File: config.mk
export PLATFORM = sky130hd
export DESIGN_NAME = signed_seq_divider
export DESIGN_NICKNAME = d
export VERILOG_FILES = /design/src/rtl/signed_seq_divider.sv
export SDC_FILE = /design/constraint.sdc
export NUM_CORES = 1
export LEC_CHECK = 0
export CAP_MARGIN = 5
export CELL_PAD_IN_SITES_DETAIL_PLACEMENT = 1
export CELL_PAD_IN_SITES_GLOBAL_PLACEMENT = 2
export CORE_ASPECT_RATIO = 0.5
export CORE_UTILIZATION = 37
export DETAILED_ROUTE_END_ITERATION = 7
export HOLD_SLACK_MARGIN = 0.02
export PLACE_DENSITY = 0.88
export SYNTH_ARGS = -nofsm -noshare
export SYNTH_HDL_FRONTEND = slang
export SYNTH_SLANG_ARGS = --single-unit
File: constraint.sdc
create_clock -name clk -period 4.89 [get_ports clk]
set_input_delay 0.978 -clock clk [delete_from_list [all_inputs] [get_ports clk]]
set_output_delay 0.978 -clock clk [all_outputs]
set_load 0.05 [all_outputs]
File: src/rtl/signed_seq_divider.sv
// Sequential signed divider: restoring division on operand magnitudes, one
// quotient bit per clock, then a single sign-fixup cycle.
module signed_seq_divider #(
  parameter int WIDTH = 4
) (
  input  logic             clk,
  input  logic             rst_n,
  input  logic             start,
  input  logic [WIDTH-1:0] dividend,
  input  logic [WIDTH-1:0] divisor,
  output logic             busy,
  output logic             done,
  output logic [WIDTH-1:0] quotient,
  output logic [WIDTH-1:0] remainder,
  output logic             div_by_zero,
  output logic             overflow
);

  // Handshake: start is sampled only while busy=0; busy rises the cycle after
  // acceptance and falls together with the one-cycle done pulse, so a new
  // start may be presented during the done cycle.
  typedef enum logic [1:0] {IDLE, CALC, FIX} state_t;

  localparam int CW = $clog2(WIDTH) + 1;
  localparam logic [CW-1:0] CNT_LAST = CW'(WIDTH - 1);
  localparam logic [WIDTH-1:0] MOST_NEG = {1'b1, {(WIDTH-1){1'b0}}};

  state_t state, state_next;

  logic [CW-1:0]    cnt;
  logic             neg_a, neg_b, dz;
  logic [WIDTH-1:0] b_mag;
  logic [WIDTH-1:0] dq;      // dividend magnitude shifting out, quotient bits shifting in
  logic [WIDTH:0]   rem;
  logic [WIDTH+1:0] diff;
  logic [WIDTH-1:0] a_mag_in, b_mag_in;
  logic             divisor_zero;

  assign a_mag_in     = dividend[WIDTH-1] ? (~dividend + WIDTH'(1)) : dividend;
  assign b_mag_in     = divisor[WIDTH-1]  ? (~divisor  + WIDTH'(1)) : divisor;
  assign divisor_zero = (divisor == '0);
  assign diff         = {rem, dq[WIDTH-1]} - {2'b00, b_mag};
  assign busy         = (state != IDLE);

  always_ff @(posedge clk or negedge rst_n) begin
    if (!rst_n) state <= IDLE;
    else        state <= state_next;
  end

  always_comb begin
    state_next = state;
    case (state)
      IDLE:    if (start) state_next = divisor_zero ? FIX : CALC;
      CALC:    if (cnt == CNT_LAST) state_next = FIX;
      FIX:     state_next = IDLE;
      default: state_next = IDLE;
    endcase
  end

  always_ff @(posedge clk or negedge rst_n) begin
    if (!rst_n) begin
      cnt         <= '0;
      neg_a       <= 1'b0;
      neg_b       <= 1'b0;
      dz          <= 1'b0;
      b_mag       <= '0;
      dq          <= '0;
      rem         <= '0;
      done        <= 1'b0;
      quotient    <= '0;
      remainder   <= '0;
      div_by_zero <= 1'b0;
      overflow    <= 1'b0;
    end else begin
      done <= (state == FIX);
      case (state)
        IDLE: begin
          if (start) begin
            neg_a <= dividend[WIDTH-1];
            neg_b <= divisor[WIDTH-1];
            dz    <= divisor_zero;
            b_mag <= b_mag_in;
            dq    <= a_mag_in;
            cnt   <= '0;
            // Divide-by-zero parks |dividend| here so FIX re-signs it as the remainder.
            rem   <= divisor_zero ? {1'b0, a_mag_in} : '0;
          end
        end
        CALC: begin
          cnt <= cnt + CW'(1);
          if (!diff[WIDTH+1]) begin
            rem <= diff[WIDTH:0];
            dq  <= {dq[WIDTH-2:0], 1'b1};
          end else begin
            rem <= {rem[WIDTH-1:0], dq[WIDTH-1]};
            dq  <= {dq[WIDTH-2:0], 1'b0};
          end
        end
        FIX: begin
          quotient    <= dz ? '1 : ((neg_a ^ neg_b) ? (~dq + WIDTH'(1)) : dq);
          remainder   <= neg_a ? (~rem[WIDTH-1:0] + WIDTH'(1)) : rem[WIDTH-1:0];
          div_by_zero <= dz;
          // Only most-negative / -1 yields a magnitude quotient of 2^(WIDTH-1) with equal signs.
          overflow    <= !dz && neg_a && neg_b && (b_mag == WIDTH'(1)) && (dq == MOST_NEG);
        end
        default: ;
      endcase
    end
  end

endmodule

# After elaboration in Yosys (flattened, before gate mapping)
# Index checks and enable logic that the tools add are counted.
dict set report op_classes {
  n_mux 18
  bitwise_logic 5
  add_sub_neg 6
  n_reduce_logical 12
  eq_ne 7
}
# operator count
set ops {}
lappend ops {{$mux 4} 7}
lappend ops {{$add 4x1->4 const B} 4}
lappend ops {{$not 4->4} 4}
lappend ops {{$mux 5} 2}
lappend ops {{$pmux 5 s2} 1}
lappend ops {{$pmux 4 s2} 1}
lappend ops {{$mux 2} 3}
lappend ops {{$pmux 3 s2} 1}
lappend ops {{$reduce_and 2->1} 3}
lappend ops {{$sub 6x4->6} 1}
lappend ops {{$eq 4x1->1 const B} 1}
lappend ops {{$eq 4x4->1 const B} 1}
lappend ops {{$logic_and 1x1->1} 4}
lappend ops {{$logic_not 4->1} 1}
lappend ops {{$ne 2x2->1 const B} 2}
lappend ops {{$pmux 2 s2} 1}
lappend ops {{$reduce_bool 2->1} 2}
lappend ops {{$add 3x1->3 const B} 1}
lappend ops {{$eq 3x2->1 const B} 1}
lappend ops {{$mux 3} 1}
lappend ops {{$eq 2x1->1 const B} 1}
lappend ops {{$eq 2x2->1 const B} 1}
lappend ops {{$logic_not 2->1} 1}
lappend ops {{$logic_not 1->1} 1}
lappend ops {{other kinds (2)} 2}
dict set report totals {
  ff_bits 32
  inputBits 11
  word_cells 61
  output_inout_bits 12
}

# Depth between registers and ports, before layout
dict set report logic_depth {
  word_depth 6
  depth_mapped 9
  ltp_nobuf 9
}

# Worst setup path after synthesis
# No wires, ideal clock.
dict set report synth_timing {
  path_kind {input -> register}
  from {input dividend[0]}
  to {register rem[2]}
  path_slack_ns 2.758
  arrival_ns 1.995
  path_stages 7
  required_ns 4.753
  cell_sequence {inv_1 > ha_1 > nand2b_1 > xnor2_1 > and2_1 > a222oi_1 > o31ai_1}
}
dict set report synth_via {
  elab_chain_cells 6
}
# item line
set synth_lines {}
lappend synth_lines {{start: declaration} 9} ;# input logic [WIDTH-1:0] dividend,
lappend synth_lines {{$not 4->4} 39} ;# assign a_mag_in = dividend[WIDTH-1] ? (~dividend + WIDTH'(1)) : dividend;
lappend synth_lines {{$add 4x1->4} 39}
lappend synth_lines {{$mux 4} 39}
lappend synth_lines {{$mux 4} 86} ;# rem <= divisor_zero ? {1'b0, a_mag_in} : '0;
lappend synth_lines {{$mux 5} 78} ;# if (start) begin
lappend synth_lines {{$pmux 5 s2} 76} ;# case (state)
lappend synth_lines {{end signal: assignment} 86}
lappend synth_lines {{end signal: assignment} 92} ;# rem <= diff[WIDTH:0];
lappend synth_lines {{end signal: assignment} 95} ;# rem <= {rem[WIDTH-1:0], dq[WIDTH-1]};
lappend synth_lines {{end: declaration} 34} ;# logic [WIDTH:0] rem;
# Every way passes these cells. The select of a mux whose other input is x is not followed.
# A chain may end at the register's enable or synchronous reset.

# Final worst setup path
dict set report layout_timing {
  from {register state[1]}
  to {output busy}
}
dict set report layout_via {
  elab_chain_cells 1
}
# item line
set layout_lines {}
lappend layout_lines {{start: declaration} 28} ;# state_t state, state_next;
lappend layout_lines {{start signal: assignment} 47} ;# else state <= state_next;
lappend layout_lines {{$reduce_bool 2->1} 43} ;# assign busy = (state != IDLE);
lappend layout_lines {{end: declaration} 11} ;# output logic busy,
# Every way passes these cells.

==> flow_metrics.py <==
metrics = {
    "status": {
        "run_status": "complete, no violations",
    },
    "timing": {
        "rsz0062_at_grt": "no",
        "setup_viol": 0,
        "final-hold-violation-count": 0,
        "clock-skew-final_ns": 0.00582,
        "final.period_utilization": 0.566,
        "achievable-frequency_mhz": 361,
        "slew_hr": 0.321,
        "worst_hold_slack_ns": 0.482,
        "transition_time_at_the_pin_with_the_least_slew_margin_ns": 1.02,
        "number_of_max_slew_violations_in_the_final_report": 0,
        "tns_ns": 0,
        "final.min_clock_period_ns": 2.77,
    },
    "logic_synthesis": {
        "mappedNetlistArea_um2": 1840,
        "ys_warn_count": 0,
        "synth_most_common_cell": "dfrtp_1",
        "synth_nets": 212,
        "post_synth_main_area_contributors": "dfrtp_1 44%, ha_1 6.8%, nand2_1 4.5%",
        "netlist_cell_types": 46,
        "synth_seq_cells": 32,
        "synthDominantAreaCellType": "dfrtp_1",
        "synth_common_cells": "32 x dfrtp_1, 22 x nand2_1, 16 x inv_1, 16 x o21ai_0, 11 x nor2_1",
        "async_flop_share": 1.00,
        "synth_edf_count": 0,
        "synthesis.area_per_instance_um2": 9.67,
        "synthDominantCellAreaShare": 0.436,
        "synthesis.instances": 190,
        "ys.flop_type": "dfrtp_1",
        "yosysSeqAreaShare": 0.436,
    },
    "cts": {
        "clkSlewWorstSetupHoldPaths_ns": 0.07,
        "post_cts_buffers": 0,
        "post_cts_resized": 0,
        "clkLatencyLatePin_ns": 0.29,
        "clock-sinks": 32,
        "cts-root-to-sink-buffers": 2,
        "cts-root-buf": "clkbuf_8",
        "htreeDepth": 2,
        "post_cts_hold_buffer_count": 0,
        "cts_made_buffers": 5,
        "tritoncts": "done",
    },
    "global_route": {
        "grt_use_total": 0.194,
        "use_met2": 0.309,
        "initial_antenna_violation_count": 0,
        "grt_pass1_wl_um": 7450,
        "grt_most_used_layer": "met2",
        "grt_overflow": 0,
        "groute.layer.met1.usage": 0.264,
        "grt_start_max_net_pins": 33,
        "grt_pass1_vias": 1488,
        "grt_use_met3": 0.0524,
    },
    "floorplanning": {
        "die_y_um": 51.8,
        "ioPinCount": 23,
        "fp.coreArea_um2": 4570,
        "die_area_um2": 5270,
        "core.rowCount": 17,
        "floorplan.initialDensity": 0.402,
        "die_w_um": 102,
    },
    "drt": {
        "drt-total-wl_um": 4300,
        "drtIter0Drc": 31,
        "post_route_antenna_net_violation_count": 0,
        "routed_wire_length_per_instance_um": 15.3,
        "detail_route.drc_violations": 0,
        "via_per_inst": 5.10,
        "dr_total_vias": 1432,
        "drt_first_pass_iters": 4,
    },
    "placed_design": {
        "placed_cells": 273,
        "gp_congestion": 0.809,
        "dpl.hpwl_um": 3240,
        "detailed_place.area_um2": 2120,
        "buffer_ports.inserted": 22,
    },
    "cells_and_area": {
        "post_layout_nonfiller_instances": 281,
        "final_layout_size_suffix_gt1_frac": 0.0837,
        "num-nets-final": 236,
        "n_antenna_cell": 0,
        "final_design_area_no_fill_um2": 2230,
        "area.growth.synth_to_final_pct": 21.4,
    },
    "run": {
        "cap_violations": 0,
    },
    "worst_setup_path": {
        "worst-path-max-fanout": 10,
        "worst_setup_path_end_kind": "output pin",
        "timing.critical_path.from_type": "flop",
        "max_stage_delay_ns": 0.70,
        "critical-path-slowest-cell": "clkdlybuf4s50_1",
        "timing.critical_path.max_delay_family": "buffers and inverters",
        "timing.critical_path.required_ns": 3.91,
        "cells_traversed_along_the_worst_timing_path": "or2_2 -> clkdlybuf4s50_1",
        "worstPathArrival_ns": 1.79,
        "worst-path-buf-inv": 1,
        "category_of_the_most_critical_setup_path": "reg2out",
    },
    "power": {
        "leakage_nw": 0.991,
        "power.density_nw_per_um2": 750,
        "vdd.ir_drop.worst_mv": 0.258,
    },
    "worst_hold_path": {
        "min-delay-path-class": "reg2reg",
    },
}
==> metrics by stage <==
stage | power [mW] | setup WS (ns) | util
6_report | 1.67 | 2.12 | 0.488
5_1_grt | 1.81 | 2.07 | 0.488
4_1_cts | 1.69 | 2.12 | 0.488
3_5_place_dp | 1.43 | 2.06 | 0.464
3_3_place_gp | 1.40 | 2.08 | 0.464
2_1_floorplan | 1.18 | 2.76 | -
==> metal layers <==
| metal | routed length (um) | share of wire |
|---|---|---|
| met1 | 2290 | 0.53 |
| met4 | 56 | 0.013 |
| met5 | 0 | 0 |
| met3 | 126 | 0.029 |
| met2 | 1830 | 0.43 |
==> power by group <==
part	switching (mW)	internal [mW]	leakage, nW
clock network	0.0976	0.151	0.0552
logic	0.534	0.393	0.528
registers	0.121	0.377	0.407
==> path summary, 6_finish.rpt <==
check,start,endpoint,slack (ns),cells after the start
setup / recovery,state[1]$_DFFE_PN0P_,busy,2.12,2
hold / removal,quotient[2]$_DFFE_PN0P_,quotient[2]$_DFFE_PN0P_,0.48,2
setup reg to reg,dq[3]$_DFFE_PN0P_,rem[4]$_DFFE_PN0P_,2.56,9
hold reg to reg,quotient[2]$_DFFE_PN0P_,quotient[2]$_DFFE_PN0P_,0.48,2
max in group asynchronous,rst_n,state[0]$_DFFE_PN0P_,3.50,2
min in group asynchronous,rst_n,b_mag[0]$_DFFE_PN0P_,1.08,2
==> worst register-to-register path, cell delays in order, from the launching register on <==
cell and delay, ns:
dfrtp_1 0.38, inv_1 0.18, ha_1 0.21, inv_1 0.06
fa_1 0.40, a21o_1 0.19, a21o_1 0.18, a2111oi_2 0.36
xnor2_1 0.16, o21ai_1 0.07
==> placed cells by master, fill, tap and decap left out, types with 3 or more instances in the layout <==
cell	count
inv_1	16
nor2b_1	4
a21oi_1	6
o21ai_0	16
nand2_1	22
dfrtp_1	32
o31ai_1	3
clkbuf_8	5
nand2b_1	6
a22oi_1	3
nor2_1	11
o21ai_1	8
mux2i_1	3
clkdlybuf4s50_1	22
ha_1	10
xnor2_1	7
==> area by class of cell <==
cell class | instances | area (um2)
clock buffers | 6 | 72.6
clock inverters | 2 | 35.0
fillers | 532 | 2340
inverters | 16 | 60.1
multi-input cells | 136 | 952
flip-flops and latches | 32 | 801
well taps | 66 | 82.6
repair buffers | 23 | 228
==> state kept, by name, indices dropped and copies added (netlist names), 2 cells and up <==
name,flops
rem,5
b_mag,4
dq,4
quotient,4
remainder,4
cnt,3
state,2
==> logic make-up (layout without fill, tap and decap cells) <==
kind of cell,count (synthesis),count (layout),share of synthesized area
AO/OA/AOI/OAI,50,50,0.191
flip-flops,32,32,0.436
AND/OR/NAND/NOR,59,59,0.162
XOR/XNOR,9,9,0.0429
multiplexers,7,7,0.0429
buffers and inverters,22,47,0.0463
adder cells (fa/ha/maj),11,11,0.0790
No activity file was read; power rests on OpenSTA's default activity.
